[config.mk]
export PLATFORM = sky130hd
export DESIGN_NAME = reg_file_param
export DESIGN_NICKNAME = d
export VERILOG_FILES = /design/src/rtl/reg_file_param.sv
export SDC_FILE = /design/constraint.sdc
export NUM_CORES = 1
export LEC_CHECK = 0
export CAP_MARGIN = 20
export CORE_UTILIZATION = 28
export CTS_CLUSTER_DIAMETER = 50
export CTS_CLUSTER_SIZE = 16
export DETAILED_ROUTE_END_ITERATION = 6
export DONT_BUFFER_PORTS = 1
export GPL_ROUTABILITY_DRIVEN = 0
export PLACE_DENSITY_LB_ADDON = 0.2
export SYNTH_ARGS = -nofsm -noshare
export SYNTH_HDL_FRONTEND = slang
export SYNTH_SLANG_ARGS = --single-unit
[constraint.sdc]
create_clock -name clock -period 1.55 [get_ports clock]
set_input_delay 0.155 -clock clock [delete_from_list [all_inputs] [get_ports clock]]
set_output_delay 0.155 -clock clock [all_outputs]
set_load 0.005 [all_outputs]
[src/rtl/reg_file_param.sv]
// reg_file_param: parametrised register file with optional hardwired zero register,
// write-to-read bypass and a per-register busy scoreboard.
module reg_file_param #(
    parameter int WIDTH    = 16,
    parameter int DEPTH    = 4,
    parameter bit ZERO_REG = 1'b1,
    parameter bit BYPASS   = 1'b1,
    localparam int AW      = $clog2(DEPTH)
) (
    input  logic             clock,
    input  logic             reset_n,
    input  logic [AW-1:0]    rr1,
    input  logic [AW-1:0]    rr2,
    output logic [WIDTH-1:0] rd1,
    output logic [WIDTH-1:0] rd2,
    input  logic             regwrite,
    input  logic [AW-1:0]    wr,
    input  logic [WIDTH-1:0] wd,
    input  logic             set_busy,
    input  logic [AW-1:0]    set_addr,
    output logic             busy1,
    output logic             busy2,
    output logic [DEPTH-1:0] busy_vec
);
    logic [DEPTH-1:0][WIDTH-1:0] regs;
    logic [DEPTH-1:0]            busy;
    for (genvar i = 0; i < DEPTH; i++) begin : g_reg
        if (ZERO_REG && i == 0) begin : g_zero
            assign regs[i] = '0;
            assign busy[i] = 1'b0;
        end else begin : g_store
            logic [WIDTH-1:0] reg_q;
            logic             busy_q;
            logic             busy_d;
            logic             wen;
            assign wen = regwrite && (wr == AW'(i));
            // a newly issued producer outranks the write-back clearing the flag
            assign busy_d = (set_busy && (set_addr == AW'(i))) || (busy_q && !wen);
            always_ff @(posedge clock or negedge reset_n) begin
                if (!reset_n) begin
                    reg_q  <= '0;
                    busy_q <= 1'b0;
                end else begin
                    reg_q  <= wen ? wd : reg_q;
                    busy_q <= busy_d;
                end
            end
            assign regs[i] = reg_q;
            assign busy[i] = busy_q;
        end
    end
    assign rd1 = (ZERO_REG && rr1 == '0) ? '0 : (BYPASS && regwrite && rr1 == wr) ? wd : regs[rr1];
    assign rd2 = (ZERO_REG && rr2 == '0) ? '0 : (BYPASS && regwrite && rr2 == wr) ? wd : regs[rr2];
    assign busy1    = busy[rr1];
    assign busy2    = busy[rr2];
    assign busy_vec = busy;
endmodule

# Word-level counts from Yosys, hierarchy flattened
# Index checks and enable logic that the tools add are counted.
# totals
mem_count	0
regBits	51
mem_bits_rw	0
output_inout_bits	38
input_bits	28
latchBits	0
rom_bits	0
# classes
add_sub_neg	0
n_mux	12
eq_ne	8
div	0
n_reduce_logical	19
multipliers	0
n_lt_le_gt_ge	2
bitwise	0
shift	0
# ops
cell	n
$mux W16	6
$bmux W16 S2	2
$logic_and A1 B1 Y1	11
$eq A2 B2 Y1 const B	4
$lt A2 B3 Y1 const B	2
$bmux W1 S2	2
$eq A2 B1 Y1 const B	2
$eq A2 B2 Y1	2
$logic_not A2 Y1	2
$logic_not A1 Y1	3
$logic_or A1 B1 Y1	3
$mux W1	2

# Longest topological paths before layout
# Gate-level depths: netlist of the first run.
# depth
depth_word	5
depth_mapped	6
ltp_nobuf	3

# Worst setup path after synthesis of the first run
# No wires, ideal clock.
# synth_path
path_kind	input-to-output
start	input wr[0]
end	output rd1[15]
slack_ps	167
t_required_ps	1395
cell_stages	6
t_arrival_ps	1228
cell_sequence	buf_2 > and3b_1 > buf_4 > buf_4 > o21ai_0 > a222oi_1
# synth_via
elab_chain_len	4
# synth_lines
element	line	rtl
from (decl)	17	input logic [AW-1:0] wr,
$eq A2 B2 Y1	52	assign rd1 = (ZERO_REG && rr1 == '0) ? '0 : (BYPASS && regwrite && rr1 == wr) ? wd : regs[rr1];
$logic_and A1 B1 Y1	52	
$mux W16 (2 in a row)	52	
to (decl)	14	output logic [WIDTH-1:0] rd1,
# No other way between the ends.

# Final worst setup path of the first run
# layout_path
start	register g_reg[1].g_store.reg_q[0]
end	output rd1[0]
# layout_via
elab_chain_len	4
# layout_lines
element	line	rtl
from (decl)	32	logic [WIDTH-1:0] reg_q;
from (signal assigned)	44	reg_q <= wen ? wd : reg_q;
$bmux W16 S2	52	
$mux W16 (not written as such)	52	
$mux W16 (2 in a row)	52	
# No other way between the ends. The select of a mux whose other input is x is not followed.

==> results of run 1 <==
==> power by group through the flow <==
stage | Combinational [mW] | Sequential (mW) | Clock (mW)
after global placement | 0.698 | 1.75 | 0
after CTS | 0.788 | 1.73 | 0.893
after global routing | 0.873 | 1.77 | 0.947
after floorplan | 0.610 | 1.70 | 0
after detailed placement | 0.708 | 1.75 | 0
final | 0.781 | 1.73 | 0.857
==> cell families after synthesis <==
| logic type | share of synthesized area (%) |
|---|---|
| other cells | 0.127 |
| xor+xnor | 1.19 |
| mux | 17.7 |
| compound gates | 23.4 |
| simple gates | 5.70 |
| flops | 43.4 |
| buf+inv | 8.46 |
==> flip-flops by register name, summed over array words and instances (netlist names) <==
| signal | flops |
|---|---|
| g.g_store.reg_q | 48 |
| g.g_store.busy_q | 3 |
==> metrics by stage <==
step	instance area, um^2	power (mW)	hold WS (ns)	instances	setup slack (ns)
6_report	3370	3.37	0.0145	445	0.140
5_1_grt	3370	3.59	0.0142	445	0.0433
4_1_cts	3370	3.41	0.00185	445	0.140
3_5_place_dp	3050	2.46	-0.139	417	0.202
3_3_place_gp	3050	2.45	-0.140	417	0.215
2_1_floorplan	2940	2.31	-0.141	301	0.167
==> synthesized netlist by cell type <==
library cell / count
o21ai_0: 66
dfrtp_1: 51
mux2i_1: 34
nand2_1: 33
a222oi_1: 32
inv_1: 18
mux2_2: 16
clkbuf_1: 15
buf_4: 8
buf_2: 5
xnor2_1: 4
nand3_1: 3
a31oi_1: 2
a32o_1: 2
and3_1: 2
buf_6: 2
clkbuf_2: 2
clkinv_1: 2
and3b_1: 1
conb_1: 1
nand3b_1: 1
o22ai_1: 1
==> per-layer routing <==
| metal | share of wire (%) | up-vias | GRT usage [%] |
|---|---|---|---|
| li1 | - | 1135 | - |
| met1 | 44 | 1153 | 21.6 |
| met2 | 48 | 108 | 24.5 |
| met3 | 7.6 | 2 | 4.07 |
| met4 | 0.48 | 0 | 4.08 |
| met5 | 0 | - | 0 |
==> layout make-up <==
cell class / count / area, um^2 / area share [%]
Tap cell: 136 / 170 / 5.05
Sequential cell: 51 / 1280 / 37.8
Multi-Input combinational cell: 198 / 1430 / 42.4
Timing Repair Buffer: 32 / 320 / 9.50
Clock buffer: 8 / 100 / 2.97
Inverter: 20 / 75.1 / 2.23
==> cell usage in the layout (no fill, tap or decap), types with 2 or more instances in the layout <==
cell	netlist	final
dlygate4sd3_1	0	19
and3_1	2	2
inv_1	18	18
nand3_1	3	3
mux2_2	16	16
buf_4	8	11
xnor2_1	4	4
clkinv_1	2	2
a31oi_2	0	2
o21ai_0	66	66
nand2_1	33	33
clkbuf_8	0	7
dfrtp_1	51	51
mux2i_1	34	34
a32o_1	2	2
a222oi_1	32	32
==> critical path, delay by kind of cell (launching register included) <==
family	cells	cell delay (ns)
DFF	1	0.39
muxes	1	0.08
AOI/OAI and AO/OA	1	0.48
==> worst paths after layout <==
path | start | end | cells after the start
worst max-delay path | g_reg[1].g_store.reg_q[0]$_DFFE_PN0P_ | rd1[0] | 2
worst min-delay path | set_addr[0] | g_reg[1].g_store.busy_q$_DFF_PN0_ | 1
worst max register to register | g_reg[2].g_store.busy_q$_DFF_PN0_ | g_reg[2].g_store.busy_q$_DFF_PN0_ | 3
worst min register to register | g_reg[1].g_store.reg_q[5]$_DFFE_PN0P_ | g_reg[1].g_store.reg_q[5]$_DFFE_PN0P_ | 2
max in group asynchronous | reset_n | g_reg[2].g_store.reg_q[15]$_DFFE_PN0P_ | 2
min in group asynchronous | reset_n | g_reg[1].g_store.reg_q[13]$_DFFE_PN0P_ | 2
==> results.md, run 1 <==
- Gr usage total: 15.8%
- Buffers on Ports: 0
- Inserted Clock Buffers: 5
- Fin. max-slew vios: 0
- Critical Path End Type: output pin
- Flops & latches, synth: 51
- Initial antenna violation count: 0
- # rows: 37
- Slowest stage delay, CP: 0.48 ns
- Core ar.: 10200 um^2
- Switching Share: 30.6%
- Post-cts gate resize count: 0
- Yosys warnings: 0
- IO Count: 66
- Die width: 104 um
- Combinational power share: 23.2%
- Req. time, crit path: 1.39 ns
- DR vias/cell: 5.39
- Cell chosen for the clock root: clkbuf_8
- Number of DRC markers in iteration 0: 239
- Startpoint Class: flip-flop
- Layout cells sized above 1: 12.6%
- Period utilization: 90.9%
- Drt pass-1 iters: 7
- NetSw: 1.03 mW
- Via count: 2398
- CTS tree: built
- Lkg Pwr: 1.48 nW
- Clock transition at path regs: 0.09 ns
- Worst Hold Class: in -> reg
- FILL cells: 1050
- Syn Area/Cell: 9.77 um^2
- DR WL/cell: 18.9 um
- Initial Utilization: 28.8%
- Reg2Reg Setup Slack: 0.28 ns
- Clock network fraction of design power: 25.5%
- Post-synthesis cell area: 2940 um^2
- Clk sinks: 51
- Seq/Total Area, Yosys: 43.4%
- DRC: 2
- Chip height: 104 um
- Top cells by area, synth: dfrtp_1, mux2i_1, o21ai_0
- Global-route wire length before repair: 13500 um
- Final wirelength: 8400 um
- DIE AREA: 10900 um^2
- Post-synth top area share: 43.4%
- Violated checks: DRC
- Clk buf depth: 2
- CP max-delay cell: a222oi_1
- # nets final: 336
- Final setup fails: 0
- Clk Latency, worst-skew pair: 0.30 ns
- Crit Path Max Fanout: 3
- Post-CTS Setup Bufs: 0
- Reg power frac: 51.3%
- Vias in the first global route: 2319
- Period minus WS final: 1.41 ns
- Final Util: 33.0%
- Status: finished with violations
- Syn-to-layout area delta: 14.6%
- H-tree depth: 2
- Worst EP arrival: 1.25 ns
- CTS Hold Bufs: 20
- Gate Count Post-Synth: 301
- Area leader, netlist: dfrtp_1
- Fmax: 0.709 GHz
- VDD IR-drop max: 0.000413 V
- Syn nets: 329
- Setup Crit Path Kind: reg -> out
- RSZ-0062 raised after global routing: no
- MaxCap Viol Count: 0
- Power per cell area: 999 nW/um^2
- Gr ovfl total: 0
- Setup TNS: 0 ns
- Largest net degree at the start of global routing: 52
- Pint: 2.34 mW
- Final Hold Fails: 0
- Final ANT Viol Nets: 0
- Detail Placement HPWL: 5270 um
- Synth cell types: 22
- Antenna cells: 0
- Max Clock Skew: 0 ns
- Cells along the critical path: mux2i_1 -> a222oi_1
Power figures use the tool's default switching activity.
==> inputs of run 2 (changes only) <==
Settings changed: ABC_CLOCK_PERIOD_IN_PS set to 1550.
==> results of run 2 <==
Final layout, timing and power as in run 1 (identical DEF).
==> inputs of run 3 (changes only) <==
Settings changed: ABC_CLOCK_PERIOD_IN_PS 1550 to 1800, PLACE_DENSITY_LB_ADDON 0.2 to unset.
Clock period 1.55 ns to 1.8 ns, I/O delays scaled along.
==> results.md, run 3 (synthesis gave the netlist of run 1 again) <==
- Status: finished clean
- Gr usage total: 15.2% (-0.58 points)
- Syn-to-layout area delta: 6.89%
- H-tree depth: 2 (unchanged)
- Vias in the first global route: 2223 (-4.1%)
- Req. time, crit path: 1.62 ns (+0.23 ns)
- # nets final: 313 (-6.8%)
- Gr ovfl total: 0 (unchanged)
- MaxCap Viol Count: 0 (unchanged)
- Power per cell area: 899 nW/um^2 (-10%)
- Die width: 104 um (unchanged)
- NetSw: 0.852 mW (-17%)
- # rows: 37 (unchanged)
- Chip height: 104 um (unchanged)
- DR WL/cell: 19.3 um (+2.3%)
- Clk buf depth: 2 (unchanged)
- DR vias/cell: 5.48 (+1.7%)
- Post-DP Area: 3000 um^2 (-1.9%)
- Setup TNS: 0 ns (unchanged)
- FILL cells: 1052 (+0.19%)
- CTS tree: built
- Core ar.: 10200 um^2 (unchanged)
- Met3 usage: 5.14% (+1.1 points)
- Final Util: 30.7% (-2.2 points)
- Combinational power share: 22.1% (-1.1 points)
- Clock transition at path regs: 0.08 ns (about the same)
- Commonest non-fill, non-tap cells in the layout: o21ai_0, dfrtp_1, mux2i_1
- Number of DRC markers in iteration 0: 309 (+29%)
- Tot Pwr: 2.83 mW (-16%)
- Max Clock Skew: 0 ns (unchanged)
- Worst EP arrival: 1.51 ns (+0.26 ns)
- DRC: 0 (-2)
- Slowest stage delay, CP: 0.86 ns (+0.38 ns)
- Drt pass-1 iters: 6 (-1)
- Largest net degree at the start of global routing: 52 (unchanged)
- Final Hold Fails: 0 (unchanged)
- Initial antenna violation count: 0 (unchanged)
- Worst Hold Class: in -> reg
- Grt met1 use: 18.5% (-3.1 points)
- Clock network fraction of design power: 25.4% (about the same)
- Global route hottest layer: met2
- Period minus WS final: 1.69 ns
- Inserted Clock Buffers: 5 (unchanged)
- CTS Hold Bufs: 3 (-85%)
- CP top delay family: compound AO/OA/AOI/OAI gates
- Crit Path Max Fanout: 35 (+32)
- Pint: 1.97 mW (-16%)
- CP max-delay cell: a31oi_2
- DIE AREA: 10900 um^2 (unchanged)
- Post-CTS Setup Bufs: 0 (unchanged)
- Largest reg by FF count: g.g_store.reg_q
- Initial Utilization: 28.8% (unchanged)
- IO Count: 66 (unchanged)
- Biggest regs: g.g_store.reg_q (48), g.g_store.busy_q (3)
- Critical Path End Type: output pin
- Reg power frac: 52.5% (+1.2 points)
- Switching Share: 30.2% (-0.41 points)
- Leading cell type in the layout, fill and taps excluded: o21ai_0
- Startpoint Class: primary input
- RSZ-0062 raised after global routing: no
- Pin slew with the least headroom to its limit: 1.05 ns
- Cell chosen for the clock root: clkbuf_8
- Buffers on Ports: 0 (unchanged)
- Crit path buf inv count: 0 (unchanged)
- Final setup fails: 0 (unchanged)
- Lkg Pwr: 1.38 nW (-7.0%)
- Clk sinks: 51 (unchanged)
- Antenna cells: 0 (unchanged)
- Max reg flops: 48 (unchanged)
- Final wirelength: 8150 um (-3.0%)
- Detail Placement HPWL: 5270 um (about the same)
- Post-cts gate resize count: 0 (unchanged)
- Layout cells sized above 1: 11.5% (-1.1 points)
- Setup Crit Path Kind: in -> out
- Global-route wire length before repair: 12700 um (-5.5%)
- Relative slew slack: 29.7%
- Fmax: 0.593 GHz
- Clk Latency, worst-skew pair: 0.29 ns (about the same)
- VDD IR-drop max: 0.000253 V (-39%)
- Final ANT Viol Nets: 0 (unchanged)
- Fin. max-slew vios: 0 (unchanged)
- GR Util met2: 24.3% (-0.19 points)
- Cells along the critical path: xnor2_1 -> a31oi_2 -> a222oi_1
- Fin area: 3140 um^2 (-6.8%)
- Period utilization: 93.6%
- Via count: 2313 (-3.5%)
run 3: layout make-up:
| type | count | area [um^2] | share of cell area (%) |
|---|---|---|---|
| flip-flops and latches | 51 | 1280 | 40.6 |
| inverters | 20 | 75.1 | 2.39 |
| clock buffers | 8 | 100 | 3.18 |
| well taps | 136 | 170 | 5.41 |
| repair buffers | 9 | 92.6 | 2.94 |
| multi-input cells | 198 | 1430 | 45.5 |
run 3: stage by stage:
step / cells / worst slack, ns / hold WS (ns)
floorplan: 301 / 0.367 / -0.116
global placement: 411 / 0.147 / -0.113
global route: 422 / 0.0434 / 0.00267
finish: 422 / 0.115 / 0.0215
detailed placement: 411 / 0.150 / -0.113
CTS: 422 / 0.150 / 0.00384
run 3: power by group through the flow:
stage	sequential, mW	clock, mW	combinational (mW)
2_1_floorplan	1.46	0	0.525
3_3_place_gp	1.49	0	0.579
3_5_place_dp	1.51	0	0.594
4_1_cts	1.48	0.759	0.629
5_1_grt	1.52	0.800	0.703
6_report	1.48	0.719	0.623
run 3: worst paths after layout:
kind                                                       start                                    end  slack, ns  cells past startpoint
setup / recovery                                          rr1[1]                                rd1[14]       0.11                      3
hold / removal                                       set_addr[1]      g_reg[2].g_store.busy_q$_DFF_PN0_       0.02                      2
setup reg to reg               g_reg[1].g_store.busy_q$_DFF_PN0_      g_reg[1].g_store.busy_q$_DFF_PN0_       1.02                      1
hold reg to reg            g_reg[1].g_store.reg_q[7]$_DFFE_PN0P_  g_reg[1].g_store.reg_q[7]$_DFFE_PN0P_       0.51                      2
max in group asynchronous                                reset_n  g_reg[2].g_store.reg_q[2]$_DFFE_PN0P_       1.17                      2
min in group asynchronous                                reset_n  g_reg[3].g_store.reg_q[9]$_DFFE_PN0P_       0.39                      2
run 3: layer usage:
metal,part of all wire (%),wire [um]
met1,43,3500
met2,47,3800
met3,8.5,696
met4,1.8,149
met5,0,0
==> RTL edit 1 (flow settings as in run 2) <==
`BYPASS`: 1'b1 -> 1'b0.
--- a/src/rtl/reg_file_param.sv
+++ b/src/rtl/reg_file_param.sv
@@ -5,5 +5,5 @@
     parameter int DEPTH    = 4,
     parameter bit ZERO_REG = 1'b1,
-    parameter bit BYPASS   = 1'b1,
+    parameter bit BYPASS   = 1'b0,
     localparam int AW      = $clog2(DEPTH)
 ) (
Formal check against the unedited RTL: not equivalent (Yosys sat finds a counterexample within 4 cycles, from zero or initial values and one cycle with reset_n low).
==> RTL edit 1 against run 2 <==
Setup slack barely moved; maximum frequency about the same; cell area down 3.9%; area after synthesis is 3.6% lower; count of clock-buffer cells in the layout is 2 lower; routed wire length decreased by 16%; critical path depth unchanged; cell count decreased by 23%; first-iteration DRC count shrank 76%; power is 8.3% higher; sequential cell count is the same; clock skew did not move.
==> RTL edit 1: results (changes against run 2) <==
synthesis:
  synthDistinctLibCells: 16  # -27%
  ys.flop_type: "dfrtp_1"
  yosysSeqAreaShare: 0.450  # +0.0163
  synth_common_cells: "mux2_2 (55), dfrtp_1 (51), a22o_1 (34)"
  syn_nets: 225  # -32%
  synth.area.top_cells: "dfrtp_1 (45%), mux2_2 (22%), mux2_4 (14%), a22o_1 (11%), buf_4 (1.6%)"
outcome:
  status: "complete, no violations"
sta:
  slew_headroom: 0.386
  fin_skew_ns: 0  # unchanged
global_route:
  grtUsageMet2: 0.215  # -0.0296
  antenna_found_initial: 0  # unchanged
  grt_max_degree: 52  # unchanged
  grt_pass1_wl_um: 10900  # -19%
  met1_usage: 0.202  # -0.0141
  grt_usage: 0.142  # -0.0154
  use_met3: 0.0407  # -0.0000489
  grt_pass1_vias: 1863  # -20%
worst_setup_path:
  critPathArrivalTime_ns: 1.25  # about the same
  path_max_fanout: 3  # unchanged
  cpMaxStageDelayCell: "dfrtp_1"
  max_stage_delay_ns: 0.41  # -0.07 ns
  crit_family: "flip-flops"
  timing.rr.start: "g_reg[2].g_store.busy_q"
  critical_path.startpoint: "g_reg[1].g_store.reg_q[14]"
  path_class: "register to output port"
routing:
  wl_met1_um: 3470  # -6.3%
  dr_wl_met3_um: 416  # -35%
  dr.pass1.iters: 4  # -3
  viasPerCell: 4.89  # -9.3%
  maxUsedRoutingLayer: "met4"
  remaining_drc_errors: 0  # -2
  routed_wl_um: 7050  # -16%
  wl_met2_um: 3120  # -22%
  first_iter_violations: 58  # -76%
clock_network:
  cts_resized: 0  # unchanged
  holdBufCountCts: 20  # unchanged
  htreeDepth: 2  # unchanged
  cts-root-buf: "clkbuf_8"
  clk-insertion-delay-late_ns: 0.31
  clkTransAtPathRegs_ns: 0.10
  clk_path_buf_depth: 2  # unchanged
  cts-buffers-inserted: 5  # unchanged
  cts_setup_buffers: 0  # unchanged
finish:
  drive_above_1_share: 0.469  # +0.343
  final_net_count: 236  # -30%
  diodes: 0  # unchanged
worst_hold_path:
  hold_class: "input port to register"
  min_from: "set_addr[1]"
power_and_ir_drop:
  p_leak_nw: 1.45  # -2.3%
  ir_drop_mv: 0.393  # -4.9%
placement:
  port_buffers: 0  # unchanged
  hpwlAfterDp_um: 4360  # -17%
floorplan:
  core-area_um2: 9770  # -4.5%
RTL edit 1: stage by stage:
step	power, mW	std cells	setup WS (ns)	area [µm²]
after floorplan	2.49	197	0.370	2840
after global placement	2.59	313	0.194	2900
after detailed placement	2.60	313	0.141	2900
after CTS	3.70	341	0.113	3230
after global routing	3.86	342	0.0648	3240
final	3.65	342	0.140	3240
RTL edit 1: worst reg2reg max path: cells and delay by family (launching register included):
kind,cells,cell delay [ns]
compound gates,1,0.14
buf+inv,1,0.55
flops,1,0.44
RTL edit 1: cell families after synthesis:
group                  Yosys count  share of synthesized area
AO/OA/AOI/OAI                   37                      0.115
AND/OR/NAND/NOR                  6                     0.0260
buffers and inverters           20                     0.0459
flip-flops                      51                      0.450
multiplexers                    82                      0.361
other                            1                    0.00132
RTL edit 1: layout make-up:
type	instances	area (µm²)
Fill cell	983	6530
Multi-Input combinational cell	126	1430
Sequential cell	51	1280
Timing Repair Buffer	23	243
Tap cell	133	166
Clock buffer	6	82.6
Clock inverter	2	35.0
Inverter	1	3.75
RTL edit 1: worst paths after layout:
path                                                    to  slack [ns]  cells past startpoint
worst max-delay path                               rd1[14]        0.14                      2
worst min-delay path               g_reg[3].g_store.busy_q        0.02                      1
worst max register to register     g_reg[2].g_store.busy_q        0.31                      2
worst min register to register   g_reg[3].g_store.reg_q[5]        0.53                      1
max in group asynchronous        g_reg[3].g_store.reg_q[4]        0.95                      2
min in group asynchronous       g_reg[2].g_store.reg_q[10]        0.37                      2
RTL edit 1: where the power goes:
part	switching (mW)	internal [mW]	leakage, nW
clock network	0.462	0.523	0.0612
logic	0.303	0.586	0.787
registers	0.191	1.58	0.603
total	0.956	2.69	1.45
==> RTL edit 2 (config.mk and constraints of run 2) <==
Without the edit above. Make the reset (`reset_n`) synchronous in one clocked block.
--- a/src/rtl/reg_file_param.sv
+++ b/src/rtl/reg_file_param.sv
@@ -37,5 +37,5 @@
             // a newly issued producer outranks the write-back clearing the flag
             assign busy_d = (set_busy && (set_addr == AW'(i))) || (busy_q && !wen);
-            always_ff @(posedge clock or negedge reset_n) begin
+            always_ff @(posedge clock) begin
                 if (!reset_n) begin
                     reg_q  <= '0;
Check against the original RTL: differs if reset_n is asserted again (counterexample within 4 cycles, from zero or initial values and one cycle with reset_n low); with reset_n held inactive, the same outputs for 10 cycles.
==> RTL edit 2 against run 2 <==
Area after synthesis rose by 3.0%; routed wire length rose by 21%; maximum frequency fell by 6.9%; die area rose by 3.0%; setup slack got worse by 0.10 ns; synthesized cell count rose by 26%; power fell by 18%; cell area rose by 6.3%; non-clock buffer count rose by 20; critical path depth rose by 1; core utilization rose by 1.5 points; sequential cell count did not move; clock power fell by 3.9%.
==> RTL edit 2: results (changes against run 2) <==
worst_setup_path:
  r2r_cells: 3  # unchanged
  cpMaxStageDelayCell: "dfxtp_1"
  critPathArrivalTime_ns: 1.36  # +0.11 ns
  crit_family: "compound AO/OA/AOI/OAI gates"
  reg2reg_to: "g_reg[3].g_store.reg_q[11]"
  regToRegSetupSlack_ns: 0.35  # +0.07 ns
  max_stage_delay_ns: 0.38  # -0.10 ns
  timing.rr.start: "g_reg[3].g_store.reg_q[11]"
global_route:
  antenna_found_initial: 0  # unchanged
  grt_max_degree: 49  # -5.8%
  grt_usage: 0.183  # +0.0259
  grt_pass1_wl_um: 15800  # +17%
  grt_pass1_vias: 2757  # +19%
worst_hold_path:
  whs_path_depth: 2  # +1
  min_from: "set_busy"
  hold_class: "input port to register"
  min_to: "g_reg[1].g_store.busy_q"
power_and_ir_drop:
  p_comb_mw: 0.531  # -32%
  ir_drop_mv: 0.301  # -27%
  p_leak_nw: 1.34  # -9.9%
  p_int_mw: 1.93  # -17%
  power.total_mw: 2.74  # -18%
  p_clk_frac: 0.300  # +0.045
clock_network:
  clk-insertion-delay-late_ns: 0.31
  htreeDepth: 2  # unchanged
  cts-root-buf: "clkbuf_8"
  clk_path_buf_depth: 2  # unchanged
  cts_setup_buffers: 0  # unchanged
  cts-buffers-inserted: 5  # unchanged
  clkTransAtPathRegs_ns: 0.10
synthesis:
  synth_common_cells: "nand2_1 (98), dfxtp_1 (51), a21boi_0 (48)"
  syn_nets: 406  # +23%
  async_flop_share: 0  # -1.00
  synth.area.top_cells: "dfxtp_1 (34%), nand2_1 (12%), a21boi_0 (12%), mux2i_1 (11%), a222oi_1 (11%)"
  synthMuxAreaShare: 0.112  # -0.0646
  synthDistinctLibCells: 22  # unchanged
  yosysSeqAreaShare: 0.337  # -0.0969
  synth_xor_area_frac: 0.0116  # -0.000349
  yosysWarnings: 0  # unchanged
  syn_inst: 378  # +26%
  synth_compound_area_frac: 0.293  # +0.0584
  synthAdderAreaFrac: 0  # unchanged
routing:
  first_iter_violations: 292  # +22%
  vias: 2876  # +20%
  viasPerCell: 5.39  # about the same
  dr.pass1.iters: 7  # unchanged
  routed_wl_um: 10100  # +21%
finish:
  final_net_count: 425  # +26%
  drive_above_1_share: 0.121  # -0.00561
  diodes: 0  # unchanged
  reg_top3: "g.g_store.reg_q (48), g.g_store.busy_q (3)"
outcome:
  status: "complete, no violations"
sta:
  hold_ws_ns: 0.0214  # +0.00686 ns
  fin_skew_ns: 0  # unchanged
placement:
  hpwlAfterDp_um: 6300  # +20%
  dp_worst_setup_slack_ns: 0.0459  # -0.156 ns
  placed_cells: 504  # +21%
  port_buffers: 0  # unchanged
  placed_area_um2: 3240  # +6.2%
## RTL edit 2: cell count changes after synthesis, moves of 2 or more
cell / change
clkbuf_1: +3
inv_1: -2
mux2_2: -16
nand3b_1: +3
buf_6: +2
nand2_1: +65
a32o_1: -2
buf_2: +6
clkbuf_2: -2
dfxtp_1: +51
a21boi_1: +2
a21boi_0: +48
dfrtp_1: -51
o21ai_0: -32
## RTL edit 2: worst max-delay path by stage
stage / startpoint / to / slack (ns)
3_5_place_dp: rr2[1] / rd2[14] / 0.05
3_3_place_gp: rr2[1] / rd2[14] / 0.06
4_1_cts: g_reg[1].g_store.reg_q[7] / rd1[7] / 0.007
6_report: g_reg[2].g_store.reg_q[7] / rd1[7] / 0.04
5_1_grt: g_reg[3].g_store.reg_q[7] / rd1[7] / -0.05
2_1_floorplan: rr1[1] / rd1[10] / 0.19
## RTL edit 2: routing by layer
layer  up-vias  part of all wire  track usage
li1       1386                 -            -
met1      1353              0.46        0.251
met2       130              0.45        0.295
met3         7             0.076       0.0319
met4         0            0.0087       0.0516
met5         -                 0            0
## RTL edit 2: worst reg2reg max path: cells and delay by family (launching register included)
family	cells	cell delay, ns
buf+inv	1	0.56
flops	1	0.37
simple gates	1	0.05
compound gates	1	0.16
## RTL edit 2: repair_timing
action | in CTS | in global routing
endpoints found under the hold margin | 51 | 0
endpoints found under the setup margin | 1 | 8
hold buffers | 22 | 0
pin swaps | 1 | 6
resized for setup | 1 | 7
## RTL edit 2: area by class of cell
cell class	count	area, µm²
Sequential cell	51	1030
Tap cell	136	170
Clock inverter	3	22.5
Fill cell	1082	6830
Timing Repair Buffer	52	480
Inverter	18	67.6
Clock buffer	5	68.8
Multi-Input combinational cell	269	1750
